[config.mk]
export PLATFORM = sky130hd
export DESIGN_NAME = rr_mux_reg
export DESIGN_NICKNAME = d
export VERILOG_FILES = /design/src/rtl/rr_mux_reg.sv
export SDC_FILE = /design/constraint.sdc
export NUM_CORES = 1
export LEC_CHECK = 0
export BUFFER_PORTS_ARGS = -buffer_cell sky130_fd_sc_hd__buf_2
export CAP_MARGIN = 10
export CORE_ASPECT_RATIO = 0.9
export CORE_UTILIZATION = 40
export DETAILED_ROUTE_END_ITERATION = 10
export GPL_ROUTABILITY_DRIVEN = 0
export PLACE_DENSITY = 0.87
export SKIP_CTS_REPAIR_TIMING = 1
export SYNTH_ARGS = -nofsm -noshare
export SYNTH_HDL_FRONTEND = slang
export SYNTH_SLANG_ARGS = --single-unit
[constraint.sdc]
create_clock -name clk -period 3 [get_ports clk]
set_clock_uncertainty 0.15 [all_clocks]
set_input_delay 0.6 -clock clk [delete_from_list [all_inputs] [get_ports clk]]
set_output_delay 0.6 -clock clk [all_outputs]
set_load 0.05 [all_outputs]
[src/rtl/rr_mux_reg.sv]
// rr_mux_reg: registered N:1 word multiplexer with valid/ready handshaking.
// Selects one of CHANNELS producers by fixed priority (mode=0) or
// round-robin (mode=1) and holds the chosen word in an output register
// until the consumer takes it.
module rr_mux_reg #(
  parameter int WIDTH    = 8,
  parameter int CHANNELS = 4,
  parameter int SELW     = $clog2(CHANNELS)
) (
  input  logic                      clk,
  input  logic                      reset,
  input  logic                      mode,
  input  logic [CHANNELS-1:0]       in_valid,
  input  logic [CHANNELS*WIDTH-1:0] in_data,
  output logic [CHANNELS-1:0]       in_ready,
  output logic                      out_valid,
  output logic [WIDTH-1:0]          out_data,
  output logic [SELW-1:0]           out_sel,
  input  logic                      out_ready
);

  logic             out_valid_q;
  logic [WIDTH-1:0] out_data_q;
  logic [SELW-1:0]  out_sel_q;
  logic [SELW-1:0]  last_q;

  logic             load;
  logic [SELW-1:0]  grant_idx;
  logic             hi_found;
  logic [SELW-1:0]  hi_idx;
  logic             lo_found;
  logic [SELW-1:0]  lo_idx;

  // Register accepts a new word when empty or being drained this cycle.
  always_comb begin
    load = (!out_valid_q || out_ready) && (|in_valid) && !reset;
  end

  // Grant search. The round-robin wrap search (last+1 .. last) is split
  // into two ascending scans: channels above last win first, otherwise the
  // lowest requester at or below last. With mode=0 only the second scan is
  // used, which reduces to plain lowest-index priority.
  always_comb begin
    hi_found = 1'b0;
    hi_idx   = '0;
    lo_found = 1'b0;
    lo_idx   = '0;
    for (int unsigned i = 0; i < CHANNELS; i++) begin
      if (in_valid[i]) begin
        if (mode && (SELW'(i) > last_q)) begin
          if (!hi_found) begin
            hi_found = 1'b1;
            hi_idx   = SELW'(i);
          end
        end else if (!lo_found) begin
          lo_found = 1'b1;
          lo_idx   = SELW'(i);
        end
      end
    end
    grant_idx = hi_found ? hi_idx : lo_idx;
  end

  // One-hot accept strobe to the granted channel, only when loading.
  always_comb begin
    in_ready = '0;
    for (int unsigned i = 0; i < CHANNELS; i++) begin
      in_ready[i] = load && (grant_idx == SELW'(i));
    end
  end

  // Output register and round-robin pointer.
  always_ff @(posedge clk) begin
    if (reset) begin
      out_valid_q <= 1'b0;
      out_data_q  <= '0;
      out_sel_q   <= '0;
      last_q      <= SELW'(CHANNELS - 1);
    end else if (load) begin
      out_valid_q <= 1'b1;
      out_data_q  <= in_data[grant_idx*WIDTH +: WIDTH];
      out_sel_q   <= grant_idx;
      last_q      <= grant_idx;
    end else if (out_valid_q && out_ready) begin
      out_valid_q <= 1'b0;
    end
  end

  assign out_valid = out_valid_q;
  assign out_data  = out_data_q;
  assign out_sel   = out_sel_q;

endmodule

==> impl_results.md, run 1 <==
* Post-synthesis net count at 133
* Critical Path RT at 2.25 ns
* Clk_lat worst skew at 0.27 ns
* Gate Count Post-Synth at between 90 and 100
* Minimum clock period at 2.87 ns
* Critical path startpoint category: register
* CTS tree: done
* Core region area at 1970 µm²
* Crit Path Category: reg2out
* Most frequent cell after synthesis: mux2i_1
* Final hold vios at 0
* Vias in the first global route at between 900 and 1000
* Reg2reg end: out_data[4]
* Global-route wire length before repair at about 3.6 mm
* Die Wd at 50.9 µm
* Post-synthesis async set-or-reset flop share at 0
* R2R setup slack at 0.86 ns
* Max FO, Critical Path at 6
* End point of the critical path: in_ready[1]
* Post-DP HPWL at 1.94 mm
* Final instance area at 1210 µm²
* Leak pwr at between 0.6 and 0.7 nW
* FF-to-FF Start: last_q[1]
* CP startpoint: last_q[1]
* Area Growth Syn to Fin at 39.9%
* YS warnings at 0
* Clock Sinks at 13
* CTS max path bufs at 2
* Worst slack, placed at 0.126 ns
* Layout cells sized above 1 at 0.510
* Vias per cell at 5.48
* Most frequent cells after synthesis: 15 x mux2i_1, 13 x dfxtp_1, 11 x nand2_1, 10 x nor2_1, 7 x o221ai_2
* Status: complete, no violations
* Count of cell types in the netlist at 29
* Die Ht at 46.0 µm
* DR iter-0 viols at 15
* Kind of path behind the tightest hold check: reg2reg
* Share of the synthesized area in the top cell type at 0.302
* DR pass1 iterations at 5
* Drt total wl at 2.36 mm
* Port Buffers at 54
* Num CTS Buffers at 3
* Via count at 965
* Period utilization at 0.956
* FMAX at 0.349 GHz
* RSZ-0062 raised after global routing: no
* Yosys reg bits at 13
* Slew at the pin closest to its max-slew limit at roughly 0.40 ns
* Worst-path clk slew at 0.08 ns
* Critical Path End Type: output port
* Total Power at 0.558 mW
* Max Slew Vio Count at 0
* Post-synth EDFFs at 0
* GRT overflow at 0
* Yosys top cell by area: dfxtp_1
* Synthesized area at 862 µm²
* Syn_area_per_cell at between 9 and 10 µm²
* Register area share after synthesis at 0.302
* Residual DRC at 0
* Tot GR Track Use at 0.211
* Initial antenna violation count at 0
* Number of max-cap violations at 0
* I/O pin total at 55
* R2R cell count at 6
* CTS H-tree depth at 1
* Final antenna-violating net count at 0
* Main flop type after synthesis: dfxtp_1
* Largest net degree at the start of global routing at 10
* P per Cell Area at 463 nW/µm²
* Final Worst Setup Slack at 0.131 ns
* Worst IR Drop VDD at about 250 µV
* FP Rows at 15
* Drt wl/cell at 13.4 µm
* Placement Cell Area at around 1200 µm²
* Die Area at between 2000 and 2500 µm²
* Synth area leaders: dfxtp_1 30%, mux2i_1 17%, o221ai_2 12%, nand2_1 4.8%, nor2_1 4.4%
* Diodes inserted at 0
* Worst path arrival time at 2.12 ns
* Endpoints failing setup at 0
* Initial core utilization at 0.437
* Fin nets at roughly 190
* Final hold slack at 0.327 ns
* Max_slew headroom at 0.731
* Clock Root Buffer: clkbuf_4
==> cell type report <==
class                      instances  area [µm²]
timing repair buffer              58         305
multi-input combinational         73         572
tap                               25        31.3
sequential                        13         260
clock buffer                       4        26.3
fill                             192         764
inverter                           3        11.3
==> flip-flops by register name (all words and copies together) (netlist names) <==
register / flops
out_data: 8
last_q: 2
out_sel: 2
out_valid: 1
==> worst min-delay path by stage <==
stage	startpoint	end	slack [ns]	depth (start not counted)
after global placement	out_data[1]	out_data[1]	0.30	2
after detailed placement	out_data[3]	out_data[3]	0.31	2
after CTS	out_data[0]	out_data[0]	0.33	2
final	out_data[3]	out_data[3]	0.33	2
after floorplan	last_q[0]	last_q[0]	0.34	1
after global routing	out_sel[0]	out_sel[0]	0.35	2
==> worst max-delay path, stage by stage, from the launching register on <==
cell	delay, ns
dfxtp_1	0.42
nand2b_2	0.17
a21oi_1	0.06
a311o_1	0.33
or4_4	0.55
nor2_1	0.10
clkbuf_4	0.23
==> layer usage <==
metal,GRT usage,wire (µm),part of all wire
met1,0.240,983,0.42
met2,0.379,1150,0.49
met3,0.0433,188,0.080
met4,0.106,37,0.016
met5,0,0,0
==> layout by cell type, fill, tap and decap left out, drive strengths merged, types with 2 or more instances in the layout <==
cell    synthesis  final
dfxtp          13     13
nand2          11     11
a31oi           2      2
o21bai          2      2
o221ai          7      7
buf             1     56
nor2           10     10
o21ai           2      2
nand2b          2      2
or4             2      2
clkbuf          3      6
nand3b          2      2
inv             3      3
a21oi           7      7
mux2i          15     15
==> cells by family after synthesis <==
kind of cell | Yosys count | synth area share
compound gates | 26 | 0.292
flops | 13 | 0.302
simple gates | 31 | 0.180
buf+inv | 7 | 0.0392
mux | 16 | 0.187
==> metrics by stage <==
stage	setup TNS [ns]	util	cells
after floorplan	-0.220	-	93
after global placement	0	0.596	172
after detailed placement	0	0.596	172
after CTS	0	0.610	176
after global routing	0	0.612	176
final	0	0.612	176
==> where the power goes <==
group	internal (mW)	switching (mW)
combinational	0.0890	0.155
clock	0.0515	0.0560
sequential	0.193	0.0140
No activity file was read; power rests on OpenSTA's default activity.
==> run 2: changes to the inputs <==
- GPL_TIMING_DRIVEN: unset -> 0
==> run 2 against run 1 <==
Net effect:
- die area unchanged
- count of clock-buffer cells in the layout unchanged
- routed wire length up 1.2%
- worst hold slack worse by 0.015 ns
- utilization up 0.83 points
- setup slack worse by 0.091 ns
- clock power about the same
- first-iteration DRC count up 60%
- cell count unchanged
- sequential share of layout area about the same
- maximum frequency down 3.1%
- register-to-register slack worse by 0.02 ns
==> impl_results.md, run 2 (synthesized netlist as in run 1, its figures left out) <==
* Via count at 957 (-0.83%)
* Worst-path clk slew at 0.08 ns (about the same)
* CP startpoint: mode
* FF-to-FF Start: last_q[0]
* DR iter-0 viols at 24 (+9)
* Final antenna-violating net count at 0 (unchanged)
* Clk_lat worst skew at 0.27 ns (about the same)
* Largest net degree at the start of global routing at 11 (+1)
* Reg2reg end: out_data[4]
* Leak pwr at 0.619 nW (-0.41%)
* Largest register FFs at 8 (unchanged)
* Period utilization at 0.987 (+0.0303)
* Clock Root Buffer: clkbuf_4
* Status: complete, no violations
* CTS H-tree depth at 1 (unchanged)
* Post-DP HPWL at 1.83 mm (-5.5%)
* Worst hold stages at 2 (unchanged)
* Worst IR Drop VDD at 354 µV (+41%)
* Vias per cell at 5.44 (-0.83%)
* P per Cell Area at 458 nW/µm² (-0.99%)
* Critical Path End Type: output port
* Drt wl/cell at 13.6 µm (+1.2%)
* Net Switching at 0.227 mW (+0.77%)
* Kind of path behind the tightest hold check: reg2reg
* Minimum clock period at 2.96 ns (+0.0908 ns)
* Die Ht at 46.0 µm (unchanged)
* Area Growth Syn to Fin at 41.8%
* End point of the critical path: in_ready[1]
* Crit Path Category: in2out
* Drt total wl at 2.39 mm (+1.2%)
* Final Util at 0.620 (+0.00825)
* Endpoints failing setup at 0 (unchanged)
* Critical path startpoint category: input pin
* Cell-internal power at 0.334 mW (about the same)
* R2R setup slack at 0.84 ns (-0.02 ns)
* Logic pwr share at 0.439 (+0.002)
* RSZ-0062 raised after global routing: yes
* FP Rows at 15 (unchanged)
* Clock Sinks at 13 (unchanged)
* Sw frac at 0.405 (+0.00170)
* Max_slew headroom at 0.520 (-0.211)
* Clock power frac at 0.191 (-0.002)
* Commonest non-fill, non-tap cell in the layout: buf_2
* DR pass1 iterations at 5 (unchanged)
* Die Area at 2350 µm² (unchanged)
* Critical Path RT at 2.25 ns (about the same)
* Fin nets at 192 (unchanged)
* Slew at the pin closest to its max-slew limit at 0.719 ns (+0.318 ns)
* I/O pin total at 55 (unchanged)
* Most frequent cells in the layout: 52 x buf_2, 15 x mux2i_1, 12 x dfxtp_1, 11 x nand2_1, 8 x nor2_1
* Port Buffers at 53 (-1.9%)
* Flop pwr share at 0.370 (about the same)
* Initial core utilization at 0.437 (unchanged)
* Final hold vios at 0 (unchanged)
* Worst path arrival time at 2.21 ns (+0.09 ns)
* Core region area at 1970 µm² (unchanged)
* FMAX at 0.338 GHz (-3.1%)
* CTS tree: done
* Number of max-cap violations at 0 (unchanged)
* Max Slew Vio Count at 0 (unchanged)
* Diodes inserted at 0 (unchanged)
* Residual DRC at 0 (unchanged)
* Global-route wire length before repair at 3.56 mm (-1.9%)
* GRT overflow at 0 (unchanged)
* Vias in the first global route at 833 (-8.2%)
* R2R cell count at 6 (unchanged)
* Tot GR Track Use at 0.208 (-0.00258)
* Num CTS Buffers at 3 (unchanged)
* Initial antenna violation count at 0 (unchanged)
* CTS max path bufs at 2 (unchanged)
* Layout cells sized above 1 at 0.510 (unchanged)
* Final hold slack at 0.312 ns (-0.0155 ns)
* Die Wd at 50.9 µm (unchanged)
* Max FO, Critical Path at 10 (+4)
## run 2: area by class of cell
cell class                 count  area, µm²
sequential                    13        264
tap                           25       31.3
buffer                         4       23.8
timing repair buffer          54        285
clock buffer                   4       26.3
inverter                       3       11.3
multi-input combinational     73        581
fill                         170        748
## run 2: how the worst min path moves through the flow
stage	start	end	slack, ns
floorplan	last_q[0]	last_q[0]	0.34
global placement	out_sel[0]	out_sel[0]	0.30
detailed placement	out_sel[0]	out_sel[0]	0.30
CTS	out_sel[0]	out_sel[0]	0.31
global route	out_data[5]	out_data[5]	0.35
finish	out_sel[0]	out_sel[0]	0.31
## run 2: per-layer routing
layer	part of all wire	wire length, µm	track usage	vias to the layer above
met4	0.0071	17	0.0556	0
met5	0	0	0	-
met1	0.42	998	0.256	429
met2	0.49	1160	0.363	63
met3	0.089	213	0.0533	2
li1	-	-	-	463
## run 2: per-stage QoR
step | total power, mW | area [µm²] | TNS, ns | setup slack (ns) | instances
floorplan | 0.382 | 862 | -0.220 | -0.110 | 93
global placement | 0.441 | 1160 | 0 | 0.0116 | 171
CTS | 0.555 | 1180 | -0.144 | -0.0558 | 175
global route | 0.592 | 1220 | -0.0630 | -0.0565 | 176
detailed placement | 0.449 | 1160 | -0.0703 | -0.0380 | 171
finish | 0.560 | 1220 | 0 | 0.0402 | 176
## run 2: worst max-delay path, cell delays in order
cell and delay, ns:
buf_2 0.13, nand2b_2 0.08, a21oi_1 0.07, a311o_1 0.37, or4_4 0.52, buf_6 0.17
nor2_2 0.10, buf_6 0.16
## run 2: power groups by stage
stage | Clock, mW | Sequential, mW | Combinational [mW]
after floorplan | 0 | 0.268 | 0.113
after global routing | 0.120 | 0.209 | 0.262
after global placement | 0 | 0.209 | 0.232
final | 0.107 | 0.207 | 0.246
after detailed placement | 0 | 0.210 | 0.238
after CTS | 0.110 | 0.207 | 0.239
